## config.mk

```make
export PLATFORM = sky130hd
export DESIGN_NAME = ram_cmd_arbiter
export DESIGN_NICKNAME = d
export VERILOG_FILES = /design/src/rtl/ram_cmd_arbiter.sv
export SDC_FILE = /design/constraint.sdc
export NUM_CORES = 1
export LEC_CHECK = 0
export ABC_AREA = 1
export CORE_ASPECT_RATIO = 0.7
export CORE_MARGIN = 8
export CORE_UTILIZATION = 47
export CTS_BUF_LIST = sky130_fd_sc_hd__clkbuf_8
export CTS_CLUSTER_DIAMETER = 80
export DETAILED_ROUTE_END_ITERATION = 8
export PLACE_DENSITY_LB_ADDON = 0.05
export REMOVE_ABC_BUFFERS = 1
export SLEW_MARGIN = 20
export SYNTH_ARGS = -nofsm -noshare
export SYNTH_HDL_FRONTEND = slang
export SYNTH_SLANG_ARGS = --single-unit
```

## constraint.sdc

```tcl
create_clock -name CLK -period 2.8 [get_ports CLK]
set_input_delay 0.56 -clock CLK [delete_from_list [all_inputs] [get_ports CLK]]
set_output_delay 0.56 -clock CLK [all_outputs]
set_load 0.02 [all_outputs]
```

## src/rtl/ram_cmd_arbiter.sv

```systemverilog
// Two-requester round-robin arbiter that expands read/write transactions into RAM command words.
// Optional ARB_ADDR_CACHE_EN skips the address command when the RAM already holds the address.
module ram_cmd_arbiter (
   input  logic       CLK,
   input  logic       rst_n,
   input  logic       req0_valid_i,
   output logic       req0_ready_o,
   input  logic       req0_wr_i,
   input  logic [7:0] req0_addr_i,
   input  logic [7:0] req0_wdata_i,
   output logic       rsp0_valid_o,
   output logic [7:0] rsp0_rdata_o,
   input  logic       req1_valid_i,
   output logic       req1_ready_o,
   input  logic       req1_wr_i,
   input  logic [7:0] req1_addr_i,
   input  logic [7:0] req1_wdata_i,
   output logic       rsp1_valid_o,
   output logic [7:0] rsp1_rdata_o,
   output logic [9:0] ram_din_o,
   output logic       ram_rx_valid_o,
   input  logic       ram_tx_valid_i,
   input  logic [7:0] ram_dout_i,
   output logic       busy_o,
   output logic       grant_id_o
);

   localparam int ADDR_W = 8;
   localparam int DATA_W = 8;

   localparam logic [1:0] CMD_WADDR = 2'b00;
   localparam logic [1:0] CMD_WDATA = 2'b01;
   localparam logic [1:0] CMD_RADDR = 2'b10;
   localparam logic [1:0] CMD_READ  = 2'b11;

   typedef enum logic [2:0] {
      IDLE    = 3'd0,
      WR_ADDR = 3'd1,
      WR_DATA = 3'd2,
      RD_ADDR = 3'd3,
      RD_CMD  = 3'd4,
      RD_WAIT = 3'd5
   } state_t;

   state_t            state_q;
   logic              last_grant_q;
   logic              grant_q;
   logic [ADDR_W-1:0] addr_q;
   logic [DATA_W-1:0] wdata_q;
   logic [9:0]        din_q;
   logic              rx_valid_q;
   logic              rsp0_valid_q;
   logic              rsp1_valid_q;
   logic [DATA_W-1:0] rsp0_rdata_q;
   logic [DATA_W-1:0] rsp1_rdata_q;

   logic              win_id_d;
   logic              accept_d;
   logic              sel_wr_d;
   logic [ADDR_W-1:0] sel_addr_d;
   logic [DATA_W-1:0] sel_wdata_d;
   logic              wr_hit_d;
   logic              rd_hit_d;

   // On a tie the requester that did not win last time gets the grant.
   always_comb begin
      win_id_d     = (req0_valid_i && req1_valid_i) ? ~last_grant_q : req1_valid_i;
      accept_d     = (state_q == IDLE) && (req0_valid_i || req1_valid_i);
      req0_ready_o = accept_d && !win_id_d;
      req1_ready_o = accept_d && win_id_d;
      sel_wr_d     = win_id_d ? req1_wr_i    : req0_wr_i;
      sel_addr_d   = win_id_d ? req1_addr_i  : req0_addr_i;
      sel_wdata_d  = win_id_d ? req1_wdata_i : req0_wdata_i;
   end

`ifdef ARB_ADDR_CACHE_EN
   logic              wc_vld_q;
   logic              rc_vld_q;
   logic [ADDR_W-1:0] wc_addr_q;
   logic [ADDR_W-1:0] rc_addr_q;

   assign wr_hit_d = wc_vld_q && (wc_addr_q == sel_addr_d);
   assign rd_hit_d = rc_vld_q && (rc_addr_q == sel_addr_d);

   // Mirrors the RAM's separate write/read address registers; a hit leaves the entry unchanged.
   always_ff @(posedge CLK) begin
      if (!rst_n) begin
         wc_vld_q  <= 1'b0;
         rc_vld_q  <= 1'b0;
         wc_addr_q <= '0;
         rc_addr_q <= '0;
      end else if (accept_d) begin
         if (sel_wr_d) begin
            wc_vld_q  <= 1'b1;
            wc_addr_q <= sel_addr_d;
         end else begin
            rc_vld_q  <= 1'b1;
            rc_addr_q <= sel_addr_d;
         end
      end
   end
`else
   assign wr_hit_d = 1'b0;
   assign rd_hit_d = 1'b0;
`endif

   // Command word is registered together with the state it belongs to.
   always_ff @(posedge CLK) begin
      if (!rst_n) begin
         state_q      <= IDLE;
         last_grant_q <= 1'b1;
         grant_q      <= 1'b0;
         addr_q       <= '0;
         wdata_q      <= '0;
         din_q        <= '0;
         rx_valid_q   <= 1'b0;
         rsp0_valid_q <= 1'b0;
         rsp1_valid_q <= 1'b0;
         rsp0_rdata_q <= '0;
         rsp1_rdata_q <= '0;
      end else begin
         din_q        <= '0;
         rx_valid_q   <= 1'b0;
         rsp0_valid_q <= 1'b0;
         rsp1_valid_q <= 1'b0;
         case (state_q)
            IDLE: begin
               if (accept_d) begin
                  grant_q      <= win_id_d;
                  last_grant_q <= win_id_d;
                  addr_q       <= sel_addr_d;
                  wdata_q      <= sel_wdata_d;
                  rx_valid_q   <= 1'b1;
                  if (sel_wr_d) begin
                     if (wr_hit_d) begin
                        state_q <= WR_DATA;
                        din_q   <= {CMD_WDATA, sel_wdata_d};
                     end else begin
                        state_q <= WR_ADDR;
                        din_q   <= {CMD_WADDR, sel_addr_d};
                     end
                  end else if (rd_hit_d) begin
                     state_q <= RD_CMD;
                     din_q   <= {CMD_READ, 8'h00};
                  end else begin
                     state_q <= RD_ADDR;
                     din_q   <= {CMD_RADDR, sel_addr_d};
                  end
               end
            end
            WR_ADDR: begin
               state_q    <= WR_DATA;
               din_q      <= {CMD_WDATA, wdata_q};
               rx_valid_q <= 1'b1;
            end
            WR_DATA: begin
               state_q      <= IDLE;
               rsp0_valid_q <= !grant_q;
               rsp1_valid_q <= grant_q;
            end
            RD_ADDR: begin
               state_q    <= RD_CMD;
               din_q      <= {CMD_READ, 8'h00};
               rx_valid_q <= 1'b1;
            end
            RD_CMD: begin
               state_q <= RD_WAIT;
            end
            RD_WAIT: begin
               if (ram_tx_valid_i) begin
                  state_q <= IDLE;
                  if (grant_q) begin
                     rsp1_valid_q <= 1'b1;
                     rsp1_rdata_q <= ram_dout_i;
                  end else begin
                     rsp0_valid_q <= 1'b1;
                     rsp0_rdata_q <= ram_dout_i;
                  end
               end
            end
            default: state_q <= IDLE;
         endcase
      end
   end

   assign ram_din_o      = din_q;
   assign ram_rx_valid_o = rx_valid_q;
   assign rsp0_valid_o   = rsp0_valid_q;
   assign rsp1_valid_o   = rsp1_valid_q;
   assign rsp0_rdata_o   = rsp0_rdata_q;
   assign rsp1_rdata_o   = rsp1_rdata_q;
   assign busy_o         = (state_q != IDLE);
   assign grant_id_o     = grant_q;

endmodule
```

# Word-level counts from Yosys, hierarchy flattened
# Cells that the tools add are included.
# word_totals
register_bits	42
latchBits	0
mem_bits_rw	0
romBits	0
input_bits	47
output_inout_bits	33
word_cells	52
mem_count	0
# op_classes
addsub	0
mul	0
div_mod_pow	0
order_cmp	0
eq_ne	7
shifts	0
muxes	19
bitwise_logic	2
reduce_logical	14
# ops
op	count
10-bit one-hot mux with 3 select lines	1
10-bit 2-to-1 mux	2
8-bit 2-to-1 mux	2
3-bit one-hot mux with 5 select lines	1
1-bit 2-to-1 mux	7
3-bit by 2-bit equality test with 1-bit output (second input constant)	2
3-bit equality test (second input constant)	2
3-bit 2-to-1 mux	2
1-bit one-hot mux with 2 select lines	3
3-bit AND reduction	2
1-bit logical AND	4
2-bit != test (second input constant)	2
2-bit AND reduction	2
3-bit by 1-bit equality test with 1-bit output (second input constant)	1
3-bit zero test	1
3-bit nonzero test	1
1-bit zero test	2
2-bit 2-to-1 mux	1
1-bit inverter	2
2-bit OR reduction	1
1-bit logical OR	1

# Longest topological paths before layout
# logic_depth
word_depth	6
ltp_mapped	8
ltp_nobuf	8

# Least setup slack after synthesis
# OpenSTA, ideal clock, no wires.
# synth_timing
kind	input -> output
startpoint	input port req1_valid_i
endpoint	output port req0_ready_o
t_arrival_ns	1.395
t_required_ns	2.240
slack_ns	0.845
path_stages	5
n_path_buf	2
cell_sequence	buf_4 nand2_2 buf_2 inv_1 nor2_1
# synth_via
elab_chain_cells	4
elab_cells_between_ends	6
classes_between	mux (1); reduce/logical (5)
# synth_rtl
item	line	source
start: declaration	13	input logic req1_valid_i,
1-bit logical AND	67	win_id_d = (req0_valid_i && req1_valid_i) ? ~last_grant_q : req1_valid_i;
1-bit 2-to-1 mux	67	
1-bit zero test	69	req0_ready_o = accept_d && !win_id_d;
1-bit logical AND *	69	
end: declaration	7	output logic req0_ready_o,
# Mark *: on every way between the ends. The rest lies on a longest branch, timed or not.

# Final worst setup path
# Ends and elaborated chain as after synthesis.

==> metrics.cfg <==
[worst_hold_path]
hold_path_end = wdata_q[2]
hold_class = reg -> reg
hold_depth = 2
min_from = wdata_q[2]

[outcome]
status = completed

[grt]
overflow = 0
grt_util_all_layers = 0.179
antenna_found_initial = 0
grt_pass1_vias = 1821
grt_pass1_wl_mm = 8.97
grt_max_degree = 20

[floorplan]
rows = 19
ios = 80
start_util = 0.481
die_h_um = 68.6
core_area_um2 = 3850
dieWidth_um = 91.1
dieArea_um2 = 6240

[timing]
finalSetupViolations = 0
drv_slew = 0
fin_crit_ns = 2.56
setup_tns_ns = 0
holdWs_ns = 0.467
finalHoldViolCount = 0
max_freq_mhz = 391
worst_pin_slew_ns = 0.431
rsz0062_at_grt = false
maxSlewHeadroom = 0.712
skew_ns = 0.00499
min_period_over_period = 0.914

[clock_tree]
clock-sinks = 42
clk_latency_ns = 0.30
path_clk_slew_ns = 0.08
cts-root-buf = clkbuf_8
numCtsBuffers = 5
cts_resized = 0
cts_buffer_depth = 2
cts_setup_buffers = 0
cts_hold_buf = 0
cts.htree.levels = 2
cts_tree = yes

[route]
post_drt_wl_per_cell_um = 13.7
drc = 0
wirelength_mm = 5.48
drtIter0Drc = 123
drtAntennaViolNets = 0
vias_per_cell = 4.96
routed-via-count = 1978
dr.pass1.iters = 4

[synth]
synth_cell_types = 18
synth_area_per_cell_um2 = 7.02
synthCells = 264
synth_compound_area_frac = 0.111
yosys_register_bits = 42
syn-cell-area_um2 = 1850
yosys.area_share.adder = 0
muxShareOfSynthArea = 0
synth-xor-area-share = 0
yosysSeqAreaShare = 0.453
ys_warn_count = 0
yosys.area_share.simple = 0.369
synth_top_family_by_area = simple AND/OR/NAND/NOR gates

[power_and_ir_drop]
power_frac_comb = 0.332
pwr-share-seq = 0.422
leakage_nw = 1.18
netSwitchingFraction = 0.342
p_per_area_nw_per_um2 = 597
clkPwrFrac = 0.246
cellInternalPower_mw = 1.10
vdd_ir_drop_max_mv = 0.476
p_switching_mw = 0.571

[setup_path]
worstPathRequired_ns = 2.24
r2r_slack_ns = 1.19
cp_num_buf_inv = 3
worstPathMaxFanout = 3
crit_start = req1_valid_i
reg2reg_to = rsp0_rdata_o[2]
crit_type = in -> out
path_cells = clkdlybuf4s50_1, nor2_1, inv_1, nand3_1, nor2_1, clkdlybuf4s50_1
start_kind = input pin
slowest_delay_ns = 0.62
crit_slowest_cell = clkdlybuf4s50_1
r2r_cells = 4
r2r-start = state_q[0]
arrival_ns = 2.00
critPathTopFamily = buffers and inverters
endpoint_kind = output pin

[placed_design]
hpwl_mm = 4.01
gp_congestion = 0.887
portBuffers = 79

[job]
maxCapViolCount = 0

[layout]
multi_input_comb_area_um2 = 890
antenna_cells = 0
nets = 393
synthToLayoutAreaGrowth_pct = 50.7
regArea_um2 = 841
drive_gt1_frac = 0.0778
layout_commonest_cell = nand2_1
final_cell_mix = nand2_1 (80), clkdlybuf4s50_1 (79), dfxtp_1 (42)
fillerInstances = 330

-- tightest hold or removal path, stage by stage (launching register included) --
cell and delay, ns:
dfxtp_1 0.31, nand2_1 0.06, a21oi_1 0.05
-- cell families after synthesis --
| logic type | Yosys count |
|---|---|
| AOI/OAI and AO/OA | 41 |
| and+or+nand+nor | 154 |
| buffers and inverters | 27 |
| DFF | 42 |
-- layer usage --
| metal | wire (um) | track usage |
|---|---|---|
| met3 | 442 | 0.0605 |
| met1 | 2500 | 0.216 |
| met4 | 57 | 0.0548 |
| met5 | 0 | 0 |
| met2 | 2480 | 0.302 |
-- flip-flops by register name (all words and copies together), names as in the netlist --
| register | count |
|---|---|
| grant_id_o | 1 |
| last_grant_q | 1 |
| ram_din_o | 10 |
| ram_rx_valid_o | 1 |
| rsp0_rdata_o | 8 |
| rsp0_valid_o | 1 |
| rsp1_rdata_o | 8 |
| rsp1_valid_o | 1 |
| state_q | 3 |
| wdata_q | 8 |
-- worst max path at each step --
stage                   endpoint  cells after the start
finish              req0_ready_o                      6
global route        req0_ready_o                      6
CTS                 req0_ready_o                      6
detailed placement  req0_ready_o                      6
global placement    req0_ready_o                      6
floorplan           req0_ready_o                      4
-- power by group through the flow --
stage,clock network (mW),logic (mW),registers [mW]
6_report,0.410,0.555,0.704
5_1_grt,0.447,0.615,0.714
4_1_cts,0.419,0.559,0.704
3_5_place_dp,0,0.554,0.718
3_3_place_gp,0,0.547,0.716
2_1_floorplan,0,0.261,0.754
-- per-stage QoR --
stage | util | instance area [um2] | std cells | setup slack (ns) | power [mW]
finish | 0.725 | 2790 | 399 | 0.242 | 1.67
global route | 0.725 | 2790 | 399 | 0.164 | 1.78
detailed placement | 0.701 | 2700 | 391 | 0.249 | 1.27
global placement | 0.701 | 2700 | 391 | 0.231 | 1.26
CTS | 0.725 | 2790 | 399 | 0.229 | 1.68
floorplan | - | 1790 | 253 | 0.881 | 1.01
-- cell usage after synthesis --
| cell type | n | area, um2 |
|---|---|---|
| nand3_1 | 23 | 115 |
| nor2_4 | 5 | 56.3 |
| nand4_1 | 1 | 6.26 |
| a21oi_1 | 22 | 110 |
| nand2_1 | 80 | 300 |
| inv_1 | 14 | 52.6 |
| clkbuf_1 | 4 | 15.0 |
| dfxtp_1 | 42 | 841 |
| nand3_2 | 1 | 10.0 |
| o21ai_0 | 19 | 95.1 |
| nor2_2 | 1 | 6.26 |
| nor2_1 | 23 | 86.3 |
| buf_2 | 3 | 15.0 |
| nand2_2 | 3 | 18.8 |
| inv_2 | 2 | 7.51 |
| buf_6 | 1 | 11.3 |
| buf_4 | 3 | 22.5 |
| nor3_1 | 17 | 85.1 |
-- cell type report --
class | count | area share
inverters | 16 | 0.0215
clock buffers | 6 | 0.0296
repair buffers | 86 | 0.302
flip-flops and latches | 42 | 0.301
well taps | 52 | 0.0233
multi-input cells | 195 | 0.318
clock inverters | 2 | 0.00448
Power figures use the tool's default switching activity.
